[config.mk]
export PLATFORM = sky130hd
export DESIGN_NAME = alu_src_ctrl_fsm
export DESIGN_NICKNAME = d
export VERILOG_FILES = /design/src/rtl/alu_src_ctrl_fsm_pkg.sv /design/src/rtl/alu_src_ctrl_fsm_alu_funct_decode.sv /design/src/rtl/alu_src_ctrl_fsm.sv
export SDC_FILE = /design/constraint.sdc
export NUM_CORES = 1
export LEC_CHECK = 0
export CAP_MARGIN = 10
export CELL_PAD_IN_SITES_DETAIL_PLACEMENT = 1
export CELL_PAD_IN_SITES_GLOBAL_PLACEMENT = 2
export CORE_MARGIN = 5
export CORE_UTILIZATION = 29
export CTS_CLUSTER_DIAMETER = 60
export DETAILED_ROUTE_END_ITERATION = 6
export PLACE_DENSITY_LB_ADDON = 0.15
export SLEW_MARGIN = 20
export SYNTH_ARGS = -nofsm -noshare
export SYNTH_HDL_FRONTEND = slang
export SYNTH_SLANG_ARGS = --single-unit
[constraint.sdc]
create_clock -name clk -period 2.43 [get_ports clk]
set_input_delay 0.243 -clock clk [delete_from_list [all_inputs] [get_ports clk]]
set_output_delay 0.243 -clock clk [all_outputs]
set_load 0.05 [all_outputs]
[src/rtl/alu_src_ctrl_fsm_pkg.sv]
// Shared encodings for the multicycle ALU source sequencer: states, mux codes, opcodes.
// No logic, no latency, no flow control. ALU_CTRL_TRAP_EN adds the TRAP state.
package alu_src_ctrl_fsm_pkg;

  typedef enum logic [4:0] {
    S_RST      = 5'd0,
    S_FETCH0   = 5'd1,
    S_FETCHW   = 5'd2,
    S_FETCH2   = 5'd3,
    S_DECODE   = 5'd4,
    S_EXEC_R   = 5'd5,
    S_WB_R     = 5'd6,
    S_EXEC_I   = 5'd7,
    S_WB_I     = 5'd8,
    S_MEM_ADDR = 5'd9,
    S_MEM_RD0  = 5'd10,
    S_MEM_RDW  = 5'd11,
    S_WB_LW    = 5'd12,
    S_MEM_WR   = 5'd13,
    S_BRANCH   = 5'd14,
    S_JUMP     = 5'd15,
`ifdef ALU_CTRL_TRAP_EN
    S_ILLEGAL  = 5'd16,
    S_TRAP     = 5'd17
`else
    S_ILLEGAL  = 5'd16
`endif
  } state_e;

  localparam logic [1:0] SRCB_REG      = 2'b00;
  localparam logic [1:0] SRCB_FOUR     = 2'b01;
  localparam logic [1:0] SRCB_SEXT     = 2'b10;
  localparam logic [1:0] SRCB_SEXT_SL2 = 2'b11;

  localparam logic [2:0] ALU_PASS = 3'b000;
  localparam logic [2:0] ALU_ADD  = 3'b001;
  localparam logic [2:0] ALU_SUB  = 3'b010;
  localparam logic [2:0] ALU_AND  = 3'b011;

  localparam logic [1:0] PCSRC_ALU    = 2'b00;
  localparam logic [1:0] PCSRC_ALUOUT = 2'b01;
  localparam logic [1:0] PCSRC_JUMP   = 2'b10;
  localparam logic [1:0] PCSRC_TRAP   = 2'b11;

  localparam logic [5:0] OP_RTYPE = 6'h00;
  localparam logic [5:0] OP_J     = 6'h02;
  localparam logic [5:0] OP_BEQ   = 6'h04;
  localparam logic [5:0] OP_ADDI  = 6'h08;
  localparam logic [5:0] OP_LW    = 6'h23;
  localparam logic [5:0] OP_SW    = 6'h2B;

  localparam logic [5:0] FN_ADD = 6'h20;
  localparam logic [5:0] FN_SUB = 6'h22;
  localparam logic [5:0] FN_AND = 6'h24;

  typedef struct packed {
    logic       alu_src_a;
    logic [1:0] alu_src_b;
    logic [2:0] alu_op;
    logic       pc_write;
    logic [1:0] pc_source;
    logic       ir_write;
    logic       iord;
    logic       mem_write;
    logic       ab_write;
    logic       aluout_write;
    logic       reg_write;
    logic       reg_dst;
    logic       mem_to_reg;
    logic       illegal;
  } ctrl_t;

endpackage

[src/rtl/alu_src_ctrl_fsm_alu_funct_decode.sv]
// R-type funct to ALU opcode mapper; valid low for unsupported funct codes.
// Purely combinational, zero latency, no flow control.
module alu_funct_decode
  import alu_src_ctrl_fsm_pkg::*;
(
  input  logic [5:0] i_funct,
  output logic [2:0] o_alu_op,
  output logic       o_vld
);

  always_comb begin
    o_alu_op = ALU_PASS;
    o_vld    = 1'b1;
    case (i_funct)
      FN_ADD:  o_alu_op = ALU_ADD;
      FN_SUB:  o_alu_op = ALU_SUB;
      FN_AND:  o_alu_op = ALU_AND;
      default: o_vld    = 1'b0;
    endcase
  end

endmodule

[src/rtl/alu_src_ctrl_fsm.sv]
// Multicycle fetch/decode/execute sequencer driving ALU operand selects and datapath enables.
// Moore outputs registered with the state; MEM_WAIT stall cycles after each memory read; ALU_CTRL_TRAP_EN adds TRAP.
module alu_src_ctrl_fsm
  import alu_src_ctrl_fsm_pkg::*;
#(
  parameter int unsigned MEM_WAIT = 1
) (
  input  logic       clk,
  input  logic       reset,
  input  logic [5:0] opcode,
  input  logic [5:0] funct,
  input  logic       zero,
  output logic       alu_src_a,
  output logic [1:0] alu_src_b,
  output logic [2:0] alu_op,
  output logic       pc_write,
  output logic [1:0] pc_source,
  output logic       ir_write,
  output logic       iord,
  output logic       mem_write,
  output logic       ab_write,
  output logic       aluout_write,
  output logic       reg_write,
  output logic       reg_dst,
  output logic       mem_to_reg,
  output logic       illegal,
  output logic [4:0] state
);

  localparam logic [1:0] WAIT_LAST = (MEM_WAIT == 0) ? 2'd0 : 2'(MEM_WAIT - 1);

  state_e     r_state;
  state_e     w_state_nxt;
  logic [1:0] r_wait_cnt;
  logic [1:0] w_wait_nxt;
  ctrl_t      r_ctrl;
  ctrl_t      w_ctrl_nxt;
  logic [2:0] w_funct_op;
  logic       w_funct_vld;

  alu_funct_decode u_funct_dec (
    .i_funct  (funct),
    .o_alu_op (w_funct_op),
    .o_vld    (w_funct_vld)
  );

  always_comb begin
    w_state_nxt = r_state;
    w_wait_nxt  = r_wait_cnt;
    case (r_state)
      S_RST:    w_state_nxt = S_FETCH0;
      S_FETCH0: begin
        if (MEM_WAIT == 0) begin
          w_state_nxt = S_FETCH2;
        end else begin
          w_state_nxt = S_FETCHW;
          w_wait_nxt  = WAIT_LAST;
        end
      end
      S_FETCHW: begin
        if (r_wait_cnt == 2'd0) w_state_nxt = S_FETCH2;
        else                    w_wait_nxt  = r_wait_cnt - 2'd1;
      end
      S_FETCH2: w_state_nxt = S_DECODE;
      S_DECODE: begin
        case (opcode)
          OP_RTYPE:     w_state_nxt = S_EXEC_R;
          OP_ADDI:      w_state_nxt = S_EXEC_I;
          OP_LW, OP_SW: w_state_nxt = S_MEM_ADDR;
          OP_BEQ:       w_state_nxt = S_BRANCH;
          OP_J:         w_state_nxt = S_JUMP;
          default:      w_state_nxt = S_ILLEGAL;
        endcase
      end
      S_EXEC_R:   w_state_nxt = w_funct_vld ? S_WB_R : S_ILLEGAL;
      S_EXEC_I:   w_state_nxt = S_WB_I;
      S_MEM_ADDR: w_state_nxt = (opcode == OP_LW) ? S_MEM_RD0 : S_MEM_WR;
      S_MEM_RD0: begin
        if (MEM_WAIT == 0) begin
          w_state_nxt = S_WB_LW;
        end else begin
          w_state_nxt = S_MEM_RDW;
          w_wait_nxt  = WAIT_LAST;
        end
      end
      S_MEM_RDW: begin
        if (r_wait_cnt == 2'd0) w_state_nxt = S_WB_LW;
        else                    w_wait_nxt  = r_wait_cnt - 2'd1;
      end
      S_WB_R, S_WB_I, S_WB_LW, S_MEM_WR, S_BRANCH, S_JUMP:
        w_state_nxt = S_FETCH0;
`ifdef ALU_CTRL_TRAP_EN
      S_ILLEGAL: w_state_nxt = S_TRAP;
      S_TRAP:    w_state_nxt = S_FETCH0;
`else
      S_ILLEGAL: w_state_nxt = S_FETCH0;
`endif
      default:   w_state_nxt = S_RST;
    endcase
  end

  // Outputs are decoded from the next state so the registered copy lines up with r_state.
  always_comb begin
    w_ctrl_nxt = '0;
    case (w_state_nxt)
      S_FETCH2: begin
        w_ctrl_nxt.ir_write  = 1'b1;
        w_ctrl_nxt.alu_src_b = SRCB_FOUR;
        w_ctrl_nxt.alu_op    = ALU_ADD;
        w_ctrl_nxt.pc_source = PCSRC_ALU;
        w_ctrl_nxt.pc_write  = 1'b1;
      end
      S_DECODE: begin
        w_ctrl_nxt.ab_write     = 1'b1;
        w_ctrl_nxt.alu_src_b    = SRCB_SEXT_SL2;
        w_ctrl_nxt.alu_op       = ALU_ADD;
        w_ctrl_nxt.aluout_write = 1'b1;
      end
      S_EXEC_R: begin
        w_ctrl_nxt.alu_src_a    = 1'b1;
        w_ctrl_nxt.alu_src_b    = SRCB_REG;
        w_ctrl_nxt.alu_op       = w_funct_op;
        w_ctrl_nxt.aluout_write = 1'b1;
      end
      S_WB_R: begin
        w_ctrl_nxt.reg_dst   = 1'b1;
        w_ctrl_nxt.reg_write = 1'b1;
      end
      S_EXEC_I, S_MEM_ADDR: begin
        w_ctrl_nxt.alu_src_a    = 1'b1;
        w_ctrl_nxt.alu_src_b    = SRCB_SEXT;
        w_ctrl_nxt.alu_op       = ALU_ADD;
        w_ctrl_nxt.aluout_write = 1'b1;
      end
      S_WB_I:              w_ctrl_nxt.reg_write = 1'b1;
      S_MEM_RD0, S_MEM_RDW: w_ctrl_nxt.iord     = 1'b1;
      S_WB_LW: begin
        w_ctrl_nxt.mem_to_reg = 1'b1;
        w_ctrl_nxt.reg_write  = 1'b1;
      end
      S_MEM_WR: begin
        w_ctrl_nxt.iord      = 1'b1;
        w_ctrl_nxt.mem_write = 1'b1;
      end
      S_BRANCH: begin
        w_ctrl_nxt.alu_src_a = 1'b1;
        w_ctrl_nxt.alu_src_b = SRCB_REG;
        w_ctrl_nxt.alu_op    = ALU_SUB;
        w_ctrl_nxt.pc_source = PCSRC_ALUOUT;
      end
      S_JUMP: begin
        w_ctrl_nxt.pc_source = PCSRC_JUMP;
        w_ctrl_nxt.pc_write  = 1'b1;
      end
      S_ILLEGAL: w_ctrl_nxt.illegal = 1'b1;
`ifdef ALU_CTRL_TRAP_EN
      S_TRAP: begin
        w_ctrl_nxt.pc_source = PCSRC_TRAP;
        w_ctrl_nxt.pc_write  = 1'b1;
      end
`endif
      default: w_ctrl_nxt = '0;
    endcase
  end

  always_ff @(posedge clk or negedge reset) begin
    if (!reset) begin
      r_state    <= S_RST;
      r_wait_cnt <= 2'd0;
      r_ctrl     <= '0;
    end else begin
      r_state    <= w_state_nxt;
      r_wait_cnt <= w_wait_nxt;
      r_ctrl     <= w_ctrl_nxt;
    end
  end

  // Branch decision uses the live zero flag, so this one enable is not registered.
  assign pc_write     = r_ctrl.pc_write | ((r_state == S_BRANCH) & zero);
  assign alu_src_a    = r_ctrl.alu_src_a;
  assign alu_src_b    = r_ctrl.alu_src_b;
  assign alu_op       = r_ctrl.alu_op;
  assign pc_source    = r_ctrl.pc_source;
  assign ir_write     = r_ctrl.ir_write;
  assign iord         = r_ctrl.iord;
  assign mem_write    = r_ctrl.mem_write;
  assign ab_write     = r_ctrl.ab_write;
  assign aluout_write = r_ctrl.aluout_write;
  assign reg_write    = r_ctrl.reg_write;
  assign reg_dst      = r_ctrl.reg_dst;
  assign mem_to_reg   = r_ctrl.mem_to_reg;
  assign illegal      = r_ctrl.illegal;
  assign state        = r_state;

endmodule
==> flow_metrics.tcl <==
set metrics [dict create \
    grt_max_degree 25 \
    share_comb_of_total_power_pct 59.7 \
    cts-root-buf "clkbuf_8" \
    fin_crit_sh_pct 89.9 \
    worstHoldPathType "input pin to async pin" \
    final-seq-area_um2 601 \
    cts_setup_buffers 0 \
    power.density_mw_per_mm2 1190 \
    synthArstFlopShare_pct 100 \
    grt_use_total_pct 13.6 \
    synthTopCellsByArea "dfrtp_1 42%, buf_4 3.7%, nor2_1 3.2%" \
    synth_common_cells "24 x dfrtp_1, 12 x nor2_1, 11 x inv_1, 11 x nand2_1, 8 x o21ai_0" \
    cts-hold-fix-buffers 0 \
    initial_core_util_pct 30.0 \
    p_int_mw 1.21 \
    power_mw 2.30 \
    cap_violations 0 \
    cp_max_fo 7 \
    nNetsFinal 200 \
    syn_inst 146 \
    largest_register_ffs 5 \
    rsz0062_at_grt "no" \
    clk_latency_ns 0.27 \
    crit_chain "or3b_1, or2_4, o31a_1, o31a_2, a21oi_1, o21ai_1" \
    post-place-cells 246 \
    antenna_found_initial 0 \
    finClkSkew_ns 0.00215 \
    tritoncts "built" \
    die_area_mm2 0.00643 \
    vias 1182 \
    antenna_cells 0 \
    drtIter0Drc 76 \
    synth_edf_count 0 \
    fmax_mhz 458 \
    design.core.area_mm2 0.00475 \
    dp_hpwl_mm 3.14 \
    setup_tns_ns 0 \
    synth_warnings 0 \
    clk_pin_slew_ns 0.09 \
    multi_input_area_um2 688 \
    row_count 25 \
    grt_first_pass_wirelength_mm 6.78 \
    drt_pass1_iterations 4 \
    drive_above_1_share_pct 18.0 \
    ctsResizeCount 0 \
    ir_drop_mv 0.317 \
    net-switching-power_mw 1.09 \
    slowest_stage "or3b_1" \
    startpoint_type "register" \
    critPathBufInv 0 \
    yosysTopAreaCell "dfrtp_1" \
    die-width_um 80.2 \
    layout.cells.non_filler 250 \
    ios 38 \
    crit_type "register to register" \
    port-buffer-count 36 \
    slew_violations 0 \
    report.final.hold_viol_count 0 \
    setup_viol 0 \
    drcViolationCount 0 \
    syn-cell-area_mm2 0.00143 \
    finalCriticalPeriod_ns 2.18 \
    num-fill-cells 556 \
    slowest_delay_ns 0.53 \
    clk_path_buf_depth 2 \
    synth.top_cell.area_share_pct 42.1 \
    required_ns 2.59 \
    p_sw_share_pct 47.5 \
    avgSynthCellArea_um2 9.78 \
    status "finished, final reports clean" \
    slew_headroom_pct 65.9 \
    via_per_inst 4.73 \
    ys_seq_area_share_pct 42.1 \
    synthMostInstantiatedCell "dfrtp_1" \
    grt_overflow 0 \
    worstSetupEndpointType "register" \
    ys_types 54 \
    leakage_nw 0.843 \
    post_drt_wl_per_cell_um 15.6 \
    gp_congestion 0.801 \
    crit_arrival_ns 2.34 \
    grt_pass1_vias 1313 \
    ant_nets 0 \
    ys_ff_latch 24 \
    p_seq_share_pct 24.6 \
    die-height_um 80.2 \
    numCtsBuffers 3 \
    cp_top_family "simple AND/OR/NAND/NOR gates" \
    clkPwrFrac_pct 15.7 \
    ys.flop_type "dfrtp_1" \
    drt_wl_total_mm 3.89 \
    clock_sinks 24 \
    htreeDepth 1 \
    worst_slew_pin_slew_ns 0.510 \
    synth.net_count 162 \
    syn_to_final_growth_pct 35.1 \
]
==> per-layer routing <==
metal	share of wire, %	GRT usage [%]	up-vias
met3	3.8	1.57	5
met5	0	0	-
met4	1.5	4.73	0
met1	47	19.0	572
li1	-	-	577
met2	48	21.4	28
==> final cells by class <==
type	count	share of cell area (%)
clock inverter	1	1.56
tap	67	4.35
clock buffer	3	2.14
sequential	24	31.1
inverter	12	2.33
timing repair buffer	47	22.8
multi-input combinational	96	35.7
==> cells in the final DEF (no fill, tap or decap), types with 2 or more instances in the layout <==
cell type        Yosys  routed
a2111oi_0            3       3
a21oi_1              4       4
buf_4                7      12
clkbuf_8             0       3
clkdlybuf4s50_1      0      35
dfrtp_1             24      24
inv_1               11      11
nand2_1             11      11
nand2b_1             4       4
nand3_1              5       5
nor2_1              12      12
nor2b_1              3       3
nor3b_1              2       2
o21ai_0              8       8
o21ai_1              3       3
or2_4                2       2
xnor2_1              2       2
xor2_1               2       2
==> power by group through the flow <==
stage / Combinational (mW) / Clock [mW] / Sequential (mW)
4_1_cts: 1.39 / 0.371 / 0.567
2_1_floorplan: 0.704 / 0 / 0.818
6_report: 1.37 / 0.360 / 0.566
3_3_place_gp: 1.38 / 0 / 0.575
5_1_grt: 1.49 / 0.393 / 0.581
3_5_place_dp: 1.39 / 0 / 0.575
==> worst reg2reg max path, delay by kind of cell, from the launching register on <==
family,cells,cell delay [ns]
AOI/OAI and AO/OA,4,0.71
and+or+nand+nor,2,0.85
DFF,1,0.50
==> cell families after synthesis <==
logic type      count (synthesis)  share of synthesized area (%)
buf+inv                        26                           10.3
simple gates                   53                           22.4
fa+ha+maj                       1                          0.876
flops                          24                           42.1
other cells                     1                          0.263
compound gates                 37                           21.7
xor+xnor                        4                           2.45
==> final timing paths <==
path	slack, ns	from	cells after the start	end
max in group asynchronous	1.86	reset	2	mem_write
min in group clk	0.50	r_wait_cnt[0]	1	r_wait_cnt[0]
max reg2reg	0.25	state[2]	6	alu_src_b[1]
max	0.25	state[2]	6	alu_src_b[1]
min	0.33	reset	2	ab_write
min reg2reg	0.50	r_wait_cnt[0]	1	r_wait_cnt[0]
==> metrics by stage <==
step	util, %	setup slack, ns	instance area [µm²]	hold WS [ns]
after floorplan	-	0.0691	1440	-0.0526
after global placement	39.1	0.0790	1860	0.474
after detailed placement	39.1	-0.00984	1860	0.489
after CTS	40.6	0.224	1930	0.334
after global routing	40.6	0.123	1930	0.346
final	40.6	0.246	1930	0.328
Power figures use the tool's default switching activity.
